$ cat src/rtl/uart_pkg.sv
// Shared UART definitions: parity mode encodings, receiver FSM state
// encoding and a ceil-log2 helper used to size counters.
package uart_pkg;

    localparam int PARITY_NONE = 0;
    localparam int PARITY_EVEN = 1;
    localparam int PARITY_ODD  = 2;

    typedef enum logic [2:0] {
        ST_IDLE,
        ST_START,
        ST_DATA,
        ST_PARITY,
        ST_STOP
    } rx_state_t;

    // Bits needed to hold values 0..value-1; never returns less than 1.
    function automatic int clog2(input int value);
        int w;
        w = 1;
        while ((1 << w) < value) w++;
        return w;
    endfunction

endpackage

$ cat src/rtl/uart_baud_tick.sv
// Free-running sample-tick divider.
// Ports:
//   clock - system clock
//   reset - asynchronous active-high reset
//   tick  - one-cycle pulse every CLKS_PER_TICK clocks (constant high when 1)
module uart_baud_tick
    import uart_pkg::*;
#(
    parameter int CLKS_PER_TICK = 1
) (
    input  logic clock,
    input  logic reset,
    output logic tick
);

    localparam int CW = clog2(CLKS_PER_TICK);
    localparam logic [CW-1:0] LAST = CW'(CLKS_PER_TICK - 1);

    logic [CW-1:0] div_cnt;

    always_ff @(posedge clock or posedge reset) begin
        if (reset) begin
            div_cnt <= '0;
        end else if (div_cnt == LAST) begin
            div_cnt <= '0;
        end else begin
            div_cnt <= div_cnt + 1'b1;
        end
    end

    // With CLKS_PER_TICK=1 the counter is pinned at 0, so tick stays high.
    assign tick = (div_cnt == LAST);

endmodule

$ cat src/rtl/uart_rx_param.sv
// Parametrised oversampling UART receiver with ready/valid output register.
// Ports:
//   clock, reset  - system clock, asynchronous active-high reset
//   rx            - asynchronous serial input, idles high
//   data_out      - received word, LSB first on the wire
//   data_valid    - data_out holds an unconsumed word
//   data_ready    - consumer accept
//   parity_err    - parity result for data_out
//   frame_err     - stop-bit result for data_out
//   overrun_err   - sticky: a frame completed while data_valid was high
module uart_rx_param
    import uart_pkg::*;
#(
    parameter int DATA_BITS     = 8,
    parameter int PARITY        = 0,
    parameter int STOP_BITS     = 1,
    parameter int OVERSAMPLE    = 16,
    parameter int CLKS_PER_TICK = 1
) (
    input  logic                 clock,
    input  logic                 reset,
    input  logic                 rx,
    output logic [DATA_BITS-1:0] data_out,
    output logic                 data_valid,
    input  logic                 data_ready,
    output logic                 parity_err,
    output logic                 frame_err,
    output logic                 overrun_err
);

    localparam int HALF   = OVERSAMPLE / 2;
    localparam int CNT_W  = clog2(OVERSAMPLE);
    localparam int BIT_W  = clog2(((DATA_BITS > STOP_BITS) ? DATA_BITS : STOP_BITS) + 1);

    logic             sync1, rx_s, rx_prev;
    logic             tick;
    rx_state_t        state, state_next;
    logic [CNT_W-1:0] tick_cnt, tick_limit;
    logic [BIT_W-1:0] bit_cnt;
    logic [DATA_BITS-1:0] shift;
    logic             perr_acc, ferr_acc, done;
    logic             fall, bit_done;
    logic             frame_start, shift_en, par_en, stop_en, last_stop;
    logic             accept;

    uart_baud_tick #(.CLKS_PER_TICK(CLKS_PER_TICK)) u_tick (
        .clock (clock),
        .reset (reset),
        .tick  (tick)
    );

    // Synchroniser plus one history flop for edge detection; all idle high.
    always_ff @(posedge clock or posedge reset) begin
        if (reset) begin
            sync1   <= 1'b1;
            rx_s    <= 1'b1;
            rx_prev <= 1'b1;
        end else begin
            sync1   <= rx;
            rx_s    <= sync1;
            rx_prev <= rx_s;
        end
    end

    assign fall       = rx_prev & ~rx_s;
    // START waits half a bit to land mid-bit; every later sample is one bit apart.
    assign tick_limit = (state == ST_START) ? CNT_W'(HALF - 1) : CNT_W'(OVERSAMPLE - 1);
    assign bit_done   = tick && (tick_cnt == tick_limit);

    always_ff @(posedge clock or posedge reset) begin
        if (reset) state <= ST_IDLE;
        else       state <= state_next;
    end

    always_comb begin
        state_next  = state;
        frame_start = 1'b0;
        shift_en    = 1'b0;
        par_en      = 1'b0;
        stop_en     = 1'b0;
        last_stop   = 1'b0;
        case (state)
            ST_IDLE: begin
                if (fall) begin
                    state_next  = ST_START;
                    frame_start = 1'b1;
                end
            end
            ST_START: begin
                if (bit_done) state_next = rx_s ? ST_IDLE : ST_DATA;
            end
            ST_DATA: begin
                if (bit_done) begin
                    shift_en = 1'b1;
                    if (bit_cnt == BIT_W'(DATA_BITS - 1))
                        state_next = (PARITY != PARITY_NONE) ? ST_PARITY : ST_STOP;
                end
            end
            ST_PARITY: begin
                if (bit_done) begin
                    par_en     = 1'b1;
                    state_next = ST_STOP;
                end
            end
            ST_STOP: begin
                if (bit_done) begin
                    stop_en = 1'b1;
                    if (bit_cnt == BIT_W'(STOP_BITS - 1)) begin
                        last_stop  = 1'b1;
                        state_next = ST_IDLE;
                    end
                end
            end
            default: state_next = ST_IDLE;
        endcase
    end

    // Frame datapath. shift/perr_acc/ferr_acc stay stable through the
    // completion cycle, so the output register can load them directly.
    always_ff @(posedge clock or posedge reset) begin
        if (reset) begin
            tick_cnt <= '0;
            bit_cnt  <= '0;
            shift    <= '0;
            perr_acc <= 1'b0;
            ferr_acc <= 1'b0;
            done     <= 1'b0;
        end else begin
            done <= last_stop;
            if (state == ST_IDLE || bit_done) tick_cnt <= '0;
            else if (tick)                    tick_cnt <= tick_cnt + 1'b1;
            if (state_next != state) bit_cnt <= '0;
            else if (bit_done)       bit_cnt <= bit_cnt + 1'b1;
            if (frame_start) begin
                perr_acc <= 1'b0;
                ferr_acc <= 1'b0;
            end
            if (shift_en) shift <= {rx_s, shift[DATA_BITS-1:1]};
            // Odd mode inverts the sense: error when the overall XOR is 0.
            if (par_en) perr_acc <= (^{shift, rx_s}) ^ (PARITY == PARITY_ODD);
            if (stop_en && !rx_s) ferr_acc <= 1'b1;
        end
    end

    assign accept = data_valid && data_ready;

    // Output holding register. A completion on the same edge as an accept
    // overrides the accept's clear of data_valid.
    always_ff @(posedge clock or posedge reset) begin
        if (reset) begin
            data_out    <= '0;
            data_valid  <= 1'b0;
            parity_err  <= 1'b0;
            frame_err   <= 1'b0;
            overrun_err <= 1'b0;
        end else begin
            if (accept) begin
                data_valid  <= 1'b0;
                overrun_err <= 1'b0;
            end
            if (done) begin
                if (!data_valid || data_ready) begin
                    data_out   <= shift;
                    parity_err <= perr_acc;
                    frame_err  <= ferr_acc;
                    data_valid <= 1'b1;
                end else begin
                    overrun_err <= 1'b1;
                end
            end
        end
    end

endmodule

$ cat config.mk
export PLATFORM = sky130hd
export DESIGN_NAME = uart_rx_param
export DESIGN_NICKNAME = d
export VERILOG_FILES = /design/src/rtl/uart_pkg.sv /design/src/rtl/uart_baud_tick.sv /design/src/rtl/uart_rx_param.sv
export SDC_FILE = /design/constraint.sdc
export NUM_CORES = 1
export LEC_CHECK = 0
export CORE_ASPECT_RATIO = 1.1
export CORE_MARGIN = 2
export CORE_UTILIZATION = 45
export DETAILED_ROUTE_END_ITERATION = 10
export PLACE_DENSITY = 0.65
export SLEW_MARGIN = 20
export SYNTH_ARGS = -nofsm -noshare
export SYNTH_HDL_FRONTEND = slang
export SYNTH_SLANG_ARGS = --single-unit
export TNS_END_PERCENT = 50
$ cat constraint.sdc
create_clock -name clock -period 5 [get_ports clock]
set_input_delay 1 -clock clock [delete_from_list [all_inputs] [get_ports clock]]
set_output_delay 1 -clock clock [all_outputs]
set_load 0.01 [all_outputs]
==> Word-level counts from Yosys, hierarchy flattened <==
Index checks and enable logic that the tools add are counted.
{ "totals": {"elab_cells": 77, "reg_bits": 38, "out_inout_bits": 12} }
{ "op_classes": {"add_sub_neg": 3, "mux": 33, "reduce_logical": 14, "eq_ne": 8, "n_bitwise": 3} }
{ "op_table": {"columns": ["cell", "n"], "rows": [
  ["3-bit 2-to-1 mux", 7],
  ["4-bit 2-to-1 mux", 5],
  ["1-bit 2-to-1 mux", 19],
  ["3-bit case mux with 5 select lines", 1],
  ["9-bit XOR reduction", 1],
  ["4-bit by 1-bit adder with 4-bit output, second input constant", 2],
  ["3-bit by 2-bit == test with 1-bit output, second input constant", 2],
  ["2-bit nonzero test", 3],
  ["4-bit by 3-bit == test with 1-bit output, second input constant", 1],
  ["4-bit == test", 1],
  ["4-bit logical NOT", 1],
  ["3-bit by 1-bit == test with 1-bit output, second input constant", 1],
  ["3-bit == test, second input constant", 1],
  ["1-bit logical AND", 3],
  ["3-bit logical NOT", 1],
  ["3-bit != test", 1],
  ["1-bit logical NOT", 2],
  ["1-bit logical OR", 2],
  ["2-bit 2-to-1 mux", 1],
  ["2-bit != test, second input constant", 1],
  ["1-bit NOT", 2],
  ["2-bit AND reduction", 1],
  ["1-bit adder, second input constant", 1],
  ["1-bit bitwise AND", 1]
]} }

==> Logic depth before layout (Yosys ltp) <==
{ "depth": {"depth_word": 8, "depth_mapped": 6, "ltp_nobuf": 6} }

==> Hierarchy <==
From an unflattened synthesis, not the netlist that was laid out.
{ "unflattened": {"cells_unflattened": 142, "hier_area_um2": 1754.2} }
{ "by_module_without_submodules": {"columns": ["module", "cells_per_inst", "area_each_um2", "seq_area_each_um2", "instances"], "rows": [
  ["uart_rx_param", 140, 1742.9, 929.6, 1],
  ["uart_baud_tick", 2, 11.3, 0.0, 1]
]} }

==> Worst setup path before layout <==
Ideal clock, no wire load.
{ "synth_path": {"path_kind": "input to register", "from": "in data_ready", "to": "reg data_out[0]", "arrival_time_ns": 1.751, "cell_stages": 3, "setup_time_ns": 0.125, "setup_slack_ns": 3.124, "t_required_ns": 4.875, "path_cell_list": "nand2b_1 nand2_1 mux2_2"} }
{ "synth_between": {"elab_chain_cells": 2} }
{ "synth_rtl": {"columns": ["item", "line_no", "text"], "rows": [
  ["from (decl)", "uart_rx_param.sv:25", "input logic data_ready,"],
  ["1-bit logical OR", "uart_rx_param.sv:162", "if (!data_valid || data_ready) begin"],
  ["2-bit AND reduction (no source line)", null, null],
  ["to (signal assigned)", "uart_rx_param.sv:163", "data_out <= shift;"],
  ["to (decl)", "uart_rx_param.sv:23", "output logic [DATA_BITS-1:0] data_out,"]
]} }
Every way passes these cells.
A chain may end at the register's enable or synchronous reset.

==> Final worst setup path <==
{ "layout_path": {"from": "reg data_valid", "to": "out data_valid"} }
{ "layout_lines": {"columns": ["item", "line_no", "text"], "rows": [
  ["from (decl)", "uart_rx_param.sv:24", "output logic data_valid,"],
  ["from (signal assigned)", "uart_rx_param.sv:152", "data_valid <= 1'b0;"],
  ["from (signal assigned)", "uart_rx_param.sv:158", "data_valid <= 1'b0;"],
  ["from (signal assigned)", "uart_rx_param.sv:166", "data_valid <= 1'b1;"]
]} }
No word-level cell between the ends.

==> flow_metrics.py <==
metrics = {
    "status": {
        "outcome": "completed",
    },
    "cts": {
        "root_buffer": "clkbuf_8",
        "cts_buffers": 5,
        "cts_setup_buffers": 0,
        "htree_levels": 2,
        "clk_pin_slew_ns": 0.07,
        "clockBufferDepth": 2,
        "clock_latency_ns": 0.29,
        "hold_buffers": 0,
        "cts_tree": "built",
        "clock_sinks": 37,
        "cts_resized": 0,
    },
    "detailed_routing": {
        "via_count": 1109,
        "routedWlPerCell_um": 14.4,
        "routed_wl_um": 3000,
        "drtPass1Iterations": 4,
        "viasPerCell": 5.33,
        "postRouteAntennaNets": 0,
        "drt_iter0_drc": 67,
        "drc": 0,
    },
    "synth": {
        "synth_fa_ha_area_share_pct": 2.18,
        "synth-xor-area-share_pct": 5.81,
        "yosys-top-cells-area": "dfrtp_1 (49%), mux2_2 (11%), dfstp_2 (4.6%)",
        "synth_top_family_by_area": "simple AND/OR/NAND/NOR gates",
        "yosysUniqueCellTypes": 40,
        "synthSimpleGateAreaFrac_pct": 14.2,
        "synth_edf_count": 0,
        "synthMuxAreaShare_pct": 11.8,
        "synth_top_cell_by_area": "dfrtp_1",
        "async_flop_share_pct": 100,
        "synth-seq-area-share_pct": 54.0,
        "avgSynthCellArea_sq_um": 12.5,
        "syn_area_sq_um": 1720,
        "synth_ff_type": "dfrtp_1",
        "yosysTopAreaCellShare_pct": 49.4,
        "yosysWarningCount": 0,
        "synth_compound_area_share_pct": 8.94,
        "yosysMostFrequentCell": "dfrtp_1",
        "syn_inst": 138,
        "synth_commonest_cells": "dfrtp_1 (34), mux2_2 (17), a21oi_1 (8)",
        "synth-seq-cells": 37,
        "synth_fp_nets": 145,
    },
    "setup_path": {
        "worstPathMaxFanout": 4,
        "start_kind": "register",
        "rr_startpoint": "tick_cnt[0]",
        "reg2reg_depth": 5,
        "crit_family": "buffers and inverters",
        "crit_arrival_ns": 1.23,
        "crit_path_top_delay_cell": "clkdlybuf4s50_1",
        "reg2reg_setup_slack_ns": 3.15,
        "cp_num_buf_inv": 1,
        "r2r-end": "shift[6]",
        "cpPeakStageDelay_ns": 0.55,
        "required_ns": 4.00,
        "path_class": "reg2out",
        "endpoint_kind": "primary output",
        "path_cells": "clkdlybuf4s50_1",
    },
    "layout": {
        "final_core_util_pct": 55.5,
        "nFillCells": 333,
        "diodes": 0,
        "nets": 164,
        "drive_gt1_share_pct": 22.8,
        "final_cells": 208,
        "area_delta_synth_final_pct": 17.7,
    },
    "power": {
        "powerDensity_nw_per_um2": 378,
        "p_comb_share_pct": 16.9,
        "worst_ir_drop_vdd_mv": 0.200,
        "switching_power_mw": 0.219,
        "swShare_pct": 28.6,
        "p_leak_nw": 0.957,
        "seqPwrFrac_pct": 47.5,
        "pwr-share-clk_pct": 35.6,
        "internal-power_mw": 0.547,
        "power_mw": 0.766,
    },
    "timing": {
        "final.setup.tns_ns": 0,
        "fmax_mhz": 447,
        "layout_min_cycle_time_ns": 2.23,
        "skew_ns": 0.00444,
        "hold_violations": 0,
        "max_slew_margin_pct": 65.7,
        "slew_viol_final": 0,
        "setup_ws_ns": 2.77,
        "tightest_slew_ns": 0.515,
        "rsz0062_at_grt": "no",
        "setup_viol": 0,
        "post-route-period-util_pct": 44.7,
    },
    "worst_hold_path": {
        "hp-class": "reg2reg",
        "holdCritStartpoint": "sync1",
        "min_path_cells": 0,
        "worstHoldEndpoint": "rx_s",
    },
    "place": {
        "globalplace.congestion": 0.813,
        "io_buffers": 15,
        "dp.cells": 200,
        "hpwl_um": 2060,
        "pre_cts_ws_ns": 2.54,
    },
    "die": {
        "die-height_um": 68.9,
        "core_area_sq_um": 3650,
        "die_area_sq_um": 4340,
        "dieWidth_um": 63.0,
        "io_pins": 16,
        "start_util_pct": 47.1,
        "num_rows": 23,
    },
    "grt": {
        "first_global_vias": 1170,
        "grt_overflow_total": 0,
        "antenna_found_initial": 0,
        "grt_use_total_pct": 16.4,
        "grt_start_max_net_pins": 38,
        "grt_pass1_wl_um": 5260,
    },
    "job": {
        "maxCapViolCount": 0,
    },
}
through the flow:
| step | hold slack (ns) | instance area, sq um |
|---|---|---|
| after floorplan | 0.345 | 1720 |
| after global placement | 0.347 | 1910 |
| after detailed placement | 0.349 | 1910 |
| after CTS | 0.360 | 2030 |
| after global routing | 0.367 | 2030 |
| final | 0.358 | 2030 |
cell families after synthesis:
| kind of cell | count (synthesis) |
|---|---|
| AND/OR/NAND/NOR | 37 |
| flip-flops | 37 |
| AO/OA/AOI/OAI | 25 |
| multiplexers | 18 |
| buffers and inverters | 9 |
| XOR/XNOR | 9 |
| adder cells (fa/ha/maj) | 3 |
metal layers:
layer | up-vias | global-route usage [%] | share of wire, %
met2 | 15 | 28.1 | 52
met3 | 6 | 4.55 | 2.7
met1 | 565 | 18.3 | 43
met4 | 0 | 10.6 | 2.2
met5 | - | 0 | 0
li1 | 523 | - | -
final cells by class:
| class | instances | area (sq um) | share of cell area [%] |
|---|---|---|---|
| timing repair buffer | 16 | 158 | 7.78 |
| sequential | 37 | 930 | 45.9 |
| clock buffer | 6 | 82.6 | 4.07 |
| inverter | 5 | 18.8 | 0.926 |
| multi-input combinational | 92 | 738 | 36.4 |
| tap | 50 | 62.6 | 3.09 |
| clock inverter | 2 | 37.5 | 1.85 |
cells in the final DEF, fill, tap and decap left out, types with 2 or more instances in the layout:
cell type	count
nor2_1	7
dfstp_2	3
ha_1	3
xor2_1	3
xnor2_1	4
nand2_1	7
nand3_1	2
o31ai_1	3
dfrtp_1	34
nor3_1	2
clkbuf_8	6
clkdlybuf4s50_1	15
mux2_2	17
nand2b_1	4
o21ai_0	7
a31oi_1	2
inv_1	5
a21oi_1	8
nand3b_1	3
state kept, by name, indices dropped and copies added, names as in the netlist, 3 cells and up:
| name | count |
|---|---|
| data_out | 8 |
| shift | 8 |
| bit_cnt | 4 |
| tick_cnt | 4 |
| state | 3 |
power by group through the flow:
stage               combinational [mW]  sequential, mW  clock (mW)
floorplan                        0.135           0.344           0
global placement                 0.128           0.368           0
detailed placement               0.131           0.369           0
CTS                              0.132           0.363       0.278
global route                     0.147           0.368       0.294
finish                           0.129           0.364       0.273
worst max-delay path by stage:
stage | from | endpoint | slack [ns] | cells after the start
3_3_place_gp | data_ready | data_out[3] | 2.57 | 4
6_report | data_valid | data_valid | 2.77 | 1
2_1_floorplan | data_ready | data_out[0] | 3.12 | 3
5_1_grt | data_valid | data_valid | 2.72 | 1
3_5_place_dp | data_ready | parity_err | 2.54 | 4
4_1_cts | data_valid | data_valid | 2.75 | 1
No activity file was read; power rests on OpenSTA's default activity.
